$ cat config.mk
export PLATFORM = sky130hd
export DESIGN_NAME = line_buf_ctrl
export DESIGN_NICKNAME = d
export VERILOG_FILES = /design/src/rtl/line_buf_ctrl.sv
export SDC_FILE = /design/constraint.sdc
export NUM_CORES = 1
export LEC_CHECK = 0
export BUFFER_PORTS_ARGS = -buffer_cell sky130_fd_sc_hd__buf_2
export CAP_MARGIN = 5
export CORE_MARGIN = 3
export CORE_UTILIZATION = 50
export DETAILED_ROUTE_END_ITERATION = 8
export PLACE_DENSITY = 0.76
export SLEW_MARGIN = 20
export SYNTH_ARGS = -nofsm -noshare
export SYNTH_HDL_FRONTEND = slang
export SYNTH_SLANG_ARGS = --single-unit
$ cat constraint.sdc
create_clock -name clk -period 2.45 [get_ports clk]
set_input_delay 0.245 -clock clk [delete_from_list [all_inputs] [get_ports clk]]
set_output_delay 0.245 -clock clk [all_outputs]
set_load 0.02 [all_outputs]
$ cat src/rtl/line_buf_ctrl.sv
// -----------------------------------------------------------------------------
// line_buf_ctrl
// Write/read controller for an 8-bank line-buffer RAM (asynchronous read).
// A raster pixel stream is written one line per bank, with the write bank
// rotating every line. The seven banks not being written hold the previous
// seven lines; they are read at the current column and combined with the
// current pixel into an 8-row vertical column for the downstream window stage.
//
// Ports:
//   clk, rst_n                 clock, synchronous active-low reset
//   pix_valid/pix_sof/pix_data pixel stream in (no back-pressure)
//   ram_ce/ram_we              per-bank enable, bit (7-k) selects bank k
//   ram_addr/ram_wdata         shared column address and write data
//   ram0_rdata..ram7_rdata     asynchronous read data of banks 0..7
//   col_valid/col_data         column out, byte 0 oldest row, byte 7 current
//   col_x/col_y                column and line of byte 7
//   line_done/frame_done       pulses with last column of line / frame
//
// Pipeline: S0 captures the pixel and its counters, S1 drives the RAM port,
// S2 registers the column assembled from the read data of the S1 cycle.
// -----------------------------------------------------------------------------
module line_buf_ctrl #(
    parameter int IMG_W  = 1920,
    parameter int IMG_H  = 1080,
    parameter int ADDR_W = 11
) (
    input  logic              clk,
    input  logic              rst_n,
    input  logic              pix_valid,
    input  logic              pix_sof,
    input  logic [7:0]        pix_data,
    output logic [7:0]        ram_ce,
    output logic [7:0]        ram_we,
    output logic [ADDR_W-1:0] ram_addr,
    output logic [7:0]        ram_wdata,
    input  logic [7:0]        ram0_rdata,
    input  logic [7:0]        ram1_rdata,
    input  logic [7:0]        ram2_rdata,
    input  logic [7:0]        ram3_rdata,
    input  logic [7:0]        ram4_rdata,
    input  logic [7:0]        ram5_rdata,
    input  logic [7:0]        ram6_rdata,
    input  logic [7:0]        ram7_rdata,
    output logic              col_valid,
    output logic [63:0]       col_data,
    output logic [ADDR_W-1:0] col_x,
    output logic [10:0]       col_y,
    output logic              line_done,
    output logic              frame_done
);

    localparam logic [ADDR_W-1:0] X_LAST = ADDR_W'(IMG_W - 1);
    localparam logic [10:0]       Y_LAST = 11'(IMG_H - 1);

    // One-hot write enable: bank k is driven on bit (7-k).
    function automatic logic [7:0] bank_we(input logic [2:0] wb);
        logic [7:0] we;
        case (wb)
            3'd0:    we = 8'h80;
            3'd1:    we = 8'h40;
            3'd2:    we = 8'h20;
            3'd3:    we = 8'h10;
            3'd4:    we = 8'h08;
            3'd5:    we = 8'h04;
            3'd6:    we = 8'h02;
            3'd7:    we = 8'h01;
            default: we = 8'h00;
        endcase
        return we;
    endfunction

    // Pick the read byte of bank b out of the packed read bus (bank k at byte k).
    function automatic logic [7:0] sel_bank(input logic [2:0] b, input logic [63:0] rd_all);
        logic [7:0] v;
        case (b)
            3'd0:    v = rd_all[7:0];
            3'd1:    v = rd_all[15:8];
            3'd2:    v = rd_all[23:16];
            3'd3:    v = rd_all[31:24];
            3'd4:    v = rd_all[39:32];
            3'd5:    v = rd_all[47:40];
            3'd6:    v = rd_all[55:48];
            3'd7:    v = rd_all[63:56];
            default: v = 8'h00;
        endcase
        return v;
    endfunction

    // raster counters
    logic [ADDR_W-1:0] r_x;
    logic [10:0]       r_y;
    logic [2:0]        r_wb;
    logic [2:0]        r_fill;

    // S0 capture
    logic              r_s0_valid;
    logic [7:0]        r_s0_pix;
    logic [ADDR_W-1:0] r_s0_x;
    logic [10:0]       r_s0_y;
    logic [2:0]        r_s0_wb;
    logic              r_s0_full;

    // S1 RAM port and side information
    logic              r_s1_active;
    logic [7:0]        r_ram_we;
    logic [ADDR_W-1:0] r_ram_addr;
    logic [7:0]        r_ram_wdata;
    logic [10:0]       r_s1_y;
    logic [2:0]        r_s1_wb;
    logic              r_s1_full;

    // S2 outputs
    logic              r_col_valid;
    logic [63:0]       r_col_data;
    logic [ADDR_W-1:0] r_col_x;
    logic [10:0]       r_col_y;
    logic              r_line_done;
    logic              r_frame_done;

    logic [ADDR_W-1:0] w_x_cur;
    logic [10:0]       w_y_cur;
    logic [2:0]        w_wb_cur;
    logic [2:0]        w_fill_cur;
    logic [ADDR_W-1:0] w_x_nxt;
    logic [10:0]       w_y_nxt;
    logic [2:0]        w_wb_nxt;
    logic [2:0]        w_fill_nxt;
    logic [63:0]       w_rd_all;
    logic [63:0]       w_col_next;
    logic              w_emit;

    assign w_rd_all = {ram7_rdata, ram6_rdata, ram5_rdata, ram4_rdata,
                       ram3_rdata, ram2_rdata, ram1_rdata, ram0_rdata};
    assign w_emit   = r_s1_active & r_s1_full;

    // Counter values seen by the current pixel (sof restarts everything) and their successors.
    always_comb begin
        w_x_cur    = pix_sof ? '0 : r_x;
        w_y_cur    = pix_sof ? 11'd0 : r_y;
        w_wb_cur   = pix_sof ? 3'd0 : r_wb;
        w_fill_cur = pix_sof ? 3'd0 : r_fill;
        w_x_nxt    = w_x_cur;
        w_y_nxt    = w_y_cur;
        w_wb_nxt   = w_wb_cur;
        w_fill_nxt = w_fill_cur;
        if (w_x_cur == X_LAST) begin
            w_x_nxt    = '0;
            w_wb_nxt   = w_wb_cur + 3'd1;
            w_y_nxt    = (w_y_cur == Y_LAST) ? 11'd0 : w_y_cur + 11'd1;
            w_fill_nxt = (w_fill_cur == 3'd7) ? 3'd7 : w_fill_cur + 3'd1;
        end else begin
            w_x_nxt = w_x_cur + ADDR_W'(1);
        end
    end

    // Counters and S0 capture of each accepted pixel.
    always_ff @(posedge clk) begin
        if (!rst_n) begin
            r_x        <= '0;
            r_y        <= 11'd0;
            r_wb       <= 3'd0;
            r_fill     <= 3'd0;
            r_s0_valid <= 1'b0;
            r_s0_pix   <= 8'h00;
            r_s0_x     <= '0;
            r_s0_y     <= 11'd0;
            r_s0_wb    <= 3'd0;
            r_s0_full  <= 1'b0;
        end else begin
            r_s0_valid <= pix_valid;
            if (pix_valid) begin
                r_s0_pix  <= pix_data;
                r_s0_x    <= w_x_cur;
                r_s0_y    <= w_y_cur;
                r_s0_wb   <= w_wb_cur;
                r_s0_full <= (w_fill_cur == 3'd7);
                r_x       <= w_x_nxt;
                r_y       <= w_y_nxt;
                r_wb      <= w_wb_nxt;
                r_fill    <= w_fill_nxt;
            end
        end
    end

    // S1: drive the RAM port; address and data hold when no pixel is in S0.
    always_ff @(posedge clk) begin
        if (!rst_n) begin
            r_s1_active <= 1'b0;
            r_ram_we    <= 8'h00;
            r_ram_addr  <= '0;
            r_ram_wdata <= 8'h00;
            r_s1_y      <= 11'd0;
            r_s1_wb     <= 3'd0;
            r_s1_full   <= 1'b0;
        end else begin
            r_s1_active <= r_s0_valid;
            if (r_s0_valid) begin
                r_ram_we    <= bank_we(r_s0_wb);
                r_ram_addr  <= r_s0_x;
                r_ram_wdata <= r_s0_pix;
                r_s1_y      <= r_s0_y;
                r_s1_wb     <= r_s0_wb;
                r_s1_full   <= r_s0_full;
            end else begin
                r_ram_we <= 8'h00;
            end
        end
    end

    // Column assembly: byte j comes from bank (wb+1+j) mod 8, i.e. (wb-7+j) mod 8,
    // so the bank under write is never read.
    always_comb begin
        w_col_next = 64'h0;
        for (int j = 0; j < 7; j++) begin
            w_col_next[j*8 +: 8] = sel_bank(r_s1_wb + 3'(j + 1), w_rd_all);
        end
        w_col_next[63:56] = r_ram_wdata;
    end

    // S2: register the column and the end-of-line / end-of-frame pulses.
    always_ff @(posedge clk) begin
        if (!rst_n) begin
            r_col_valid  <= 1'b0;
            r_col_data   <= 64'h0;
            r_col_x      <= '0;
            r_col_y      <= 11'd0;
            r_line_done  <= 1'b0;
            r_frame_done <= 1'b0;
        end else begin
            r_col_valid  <= w_emit;
            r_line_done  <= w_emit & (r_ram_addr == X_LAST);
            r_frame_done <= w_emit & (r_ram_addr == X_LAST) & (r_s1_y == Y_LAST);
            if (w_emit) begin
                r_col_data <= w_col_next;
                r_col_x    <= r_ram_addr;
                r_col_y    <= r_s1_y;
            end
        end
    end

    assign ram_ce     = r_ram_we;
    assign ram_we     = r_ram_we;
    assign ram_addr   = r_ram_addr;
    assign ram_wdata  = r_ram_wdata;
    assign col_valid  = r_col_valid;
    assign col_data   = r_col_data;
    assign col_x      = r_col_x;
    assign col_y      = r_col_y;
    assign line_done  = r_line_done;
    assign frame_done = r_frame_done;

endmodule

==> flow_metrics.tcl <==
set metrics [dict create \
    status "finished clean" \
    initial_core_util_pct 51.6 \
    synth_ff_type "dfxtp_1" \
    yosysUniqueCellTypes 68 \
    worstSkewPairLatency_ns 0.44 \
    ys_seq_elements 195 \
    syn_nets 1367 \
    worstReg2RegStart "r_y[0]$_SDFFE_PN0P_" \
    via_per_inst 6.10 \
    clockBufferDepth 2 \
    area_delta_synth_final_pct 17.4 \
    final_layout_size_suffix_gt1_share_pct 24.0 \
    cts_setup_buffers 0 \
    cts_tree "done" \
    synth_area_um2 11000 \
    num-nets-final 1511 \
    hold_buffers 0 \
    wire_per_inst_um 19.9 \
    cts_sinks 195 \
    worstSetupPathType "reg -> reg" \
    timing.final.hold_violations 0 \
    p_int_w 0.00499 \
    startpoint_type "flop" \
    ff2ff_setup_slack_ns 0.18 \
    power_density_nw_per_um2 517 \
    synth.avg_cell_area_um2 8.56 \
    ys_seq_area_share_pct 35.4 \
    cp-endpoint "r_y[8]$_SDFFE_PN0P_" \
    grt_overflow 0 \
    io_pins 200 \
    fin_worst_skew_ns 0.00967 \
    rows 53 \
    synth_most_common_cell "dfxtp_1" \
    place_congestion 0.951 \
    firstDrtPassIters 7 \
    min_path_cells 3 \
    grt_use_total_pct 27.8 \
    path_max_fanout 4 \
    setup_viol 0 \
    fp.dieH_um 154 \
    startpoint "r_y[0]$_SDFFE_PN0P_" \
    dp_hpwl_um 23900 \
    r2r_cells 7 \
    grt_max_degree 117 \
    p_sw_w 0.00169 \
    min_period_ns 2.27 \
    die_area_um2 23800 \
    fin_crit_sh_pct 92.9 \
    root_buffer "clkbuf_16" \
    hold_slack_ns 0.0656 \
    drtIter0Drc 1091 \
    max_cap_violations 0 \
    max_freq_ghz 0.440 \
    htreeDepth 4 \
    critPathCaptureType "flop" \
    port_buffers 199 \
    setup_ws_ns 0.175 \
    postRouteAntennaNets 0 \
    yosys-top-cells-count "195 x dfxtp_1, 168 x nand2_1, 93 x nor2b_1, 89 x mux2i_1, 74 x o21ai_0" \
    holdCritPathClass "in -> reg" \
    seq_area_um2 3920 \
    dp_slack_ns 0.111 \
    synth-edff-count 0 \
    clk_pin_slew_ns 0.08 \
    cp.required_ns 2.79 \
    route.vias.total 10500 \
    grt_setup_unrepaired "false" \
    fillers 1851 \
    synth_warnings 0 \
    r2r-end "r_y[8]$_SDFFE_PN0P_" \
    grt_pass1_vias 9873 \
    drc 0 \
    synth_top_cells_by_area "dfxtp_1 35%, mux2i_1 8.1%, nand2_1 5.7%" \
    ir_worst_vdd_uv 497 \
    synth_area_leader_cell "dfxtp_1" \
    final-max-slew-violation-count 0 \
    p_comb_share_pct 7.6 \
    die_w_um 154 \
    syn_inst 1287 \
    multi_input_area_um2 6510 \
    p_clk_share_pct 44.6 \
    finalSetupTns_ns 0 \
    slew_headroom_pct 43.2 \
    antenna_found_initial 3 \
    async_flop_share_pct 0 \
    cts_buffers 17 \
    grt_pass1_wl_um 54100 \
    pwr-share-seq_pct 47.8 \
    leakagePower_nw 5.05 \
    critPathArrivalTime_ns 2.61 \
    tightest_slew_ns 0.849 \
    synth_top_area_share_pct 35.4 \
    coreArea_um2 21400 \
    drt-total-wl_um 34200 \
    swShare_pct 25.3 \
]
## how the worst min path moves through the flow
| stage | endpoint | startpoint | slack (ns) |
|---|---|---|---|
| after global routing | r_s0_pix[2]$_SDFFE_PN0P_ | pix_data[2] | 0.06 |
| after global placement | r_fill[1]$_SDFFE_PN0P_ | r_fill[1]$_SDFFE_PN0P_ | 0.44 |
| final | r_s0_pix[2]$_SDFFE_PN0P_ | pix_data[2] | 0.07 |
| after detailed placement | col_data[28]$_SDFFE_PN0P_ | col_data[28]$_SDFFE_PN0P_ | 0.45 |
| after floorplan | r_s0_pix[0]$_SDFFE_PN0P_ | pix_data[0] | 0.41 |
| after CTS | r_s0_pix[2]$_SDFFE_PN0P_ | pix_data[2] | 0.05 |
## sequential cells by signal, indices dropped and copies added, names as in the netlist, 3 cells and up
| signal | flops |
|---|---|
| r_x | 11 |
| col_y | 11 |
| r_s0_pix | 8 |
| r_wb | 3 |
| col_data | 64 |
| ram_wdata | 8 |
| r_fill | 3 |
| r_s0_x | 11 |
| r_s1_wb | 3 |
| ram_addr | 11 |
| r_s1_y | 11 |
| r_s0_y | 11 |
| col_x | 11 |
| r_s0_wb | 3 |
| ram_ce | 8 |
| r_y | 11 |
## kinds of logic (layout without fill, tap and decap cells)
group | after synthesis | count (layout) | synth area share [%]
other | 0 | 1 | 0
adder cells (fa/ha/maj) | 4 | 4 | 0.454
AND/OR/NAND/NOR | 462 | 462 | 21.2
multiplexers | 135 | 135 | 15.1
AO/OA/AOI/OAI | 352 | 352 | 22.1
flip-flops | 195 | 195 | 35.4
buffers and inverters | 139 | 296 | 5.67
## per-stage QoR
step | instance area, µm² | cells | util (%) | total power, W
final | 12900 | 1720 | 60.6 | 0.00669
after global routing | 12900 | 1720 | 60.6 | 0.00687
after CTS | 12900 | 1719 | 60.5 | 0.00671
after detailed placement | 12300 | 1687 | 57.6 | 0.00376
after global placement | 12300 | 1687 | 57.6 | 0.00376
after floorplan | 11000 | 1287 | - | 0.00356
## timing repair
| item | 4_1_cts | 5_1_grt |
|---|---|---|
| endpoints found under the hold margin | 0 | 0 |
| resized for setup | 0 | 4 |
| setup endpoints to repair | 0 | 10 |
## power by group through the flow
stage	registers, W	logic, W	clock network [W]
global placement	0.00327	0.000490	0
detailed placement	0.00327	0.000492	0
floorplan	0.00326	0.000294	0
CTS	0.00320	0.000495	0.00302
global route	0.00320	0.000541	0.00313
finish	0.00320	0.000507	0.00298
## cell type report
cell class	count	share of cell area, %
multi-input cells	953	50.3
flip-flops and latches	195	30.3
repair buffers	251	11.5
clock buffers	19	3.42
well taps	275	2.66
clock inverters	13	1.43
inverters	13	0.377
diodes	1	0.0193
## cells in the final DEF (no fill, tap or decap), drive strengths merged, types with 5 or more instances in the layout
cell and n:
a221oi 7, nand4 9, mux2i 89, buf 251, nor2 55, mux4 23, a211oi 11, nor3 17
or3 5, a21o 5, and3 5, clkinv 6, mux2 23, o21ai 74, o221ai 19, inv 18
a21oi 47, nand2b 22, a2bb2oi 8, a32oi 5, a22oi 18, o211a 9, o211ai 15, a22o 6
o31ai 5, nand3 33, nor4 7, dfxtp 195, a31oi 7, clkbuf 19, o22ai 13, nand4b 6
nor2b 93, nand2 168, and2 25, o2bb2ai 7, a21boi 72
## worst max-delay path, stage by stage (launching register included)
cell      delay, ns
dfxtp_1        0.35
nor2b_1        0.27
ha_1           0.21
nand4b_1       0.17
or4_4          0.58
o21ba_1        0.23
and3_1         0.18
o21a_1         0.18
## per-layer routing
| metal | wire length [µm] | GRT usage [%] | vias up | share of wire, % |
|---|---|---|---|---|
| met2 | 15100 | 42.2 | 528 | 44 |
| met4 | 939 | 8.92 | 4 | 2.7 |
| met1 | 14900 | 39.1 | 4940 | 44 |
| met3 | 3180 | 7.02 | 81 | 9.3 |
| li1 | - | - | 4933 | - |
| met5 | 27 | 0 | - | 0.079 |
(Power assumes the default switching activity.)
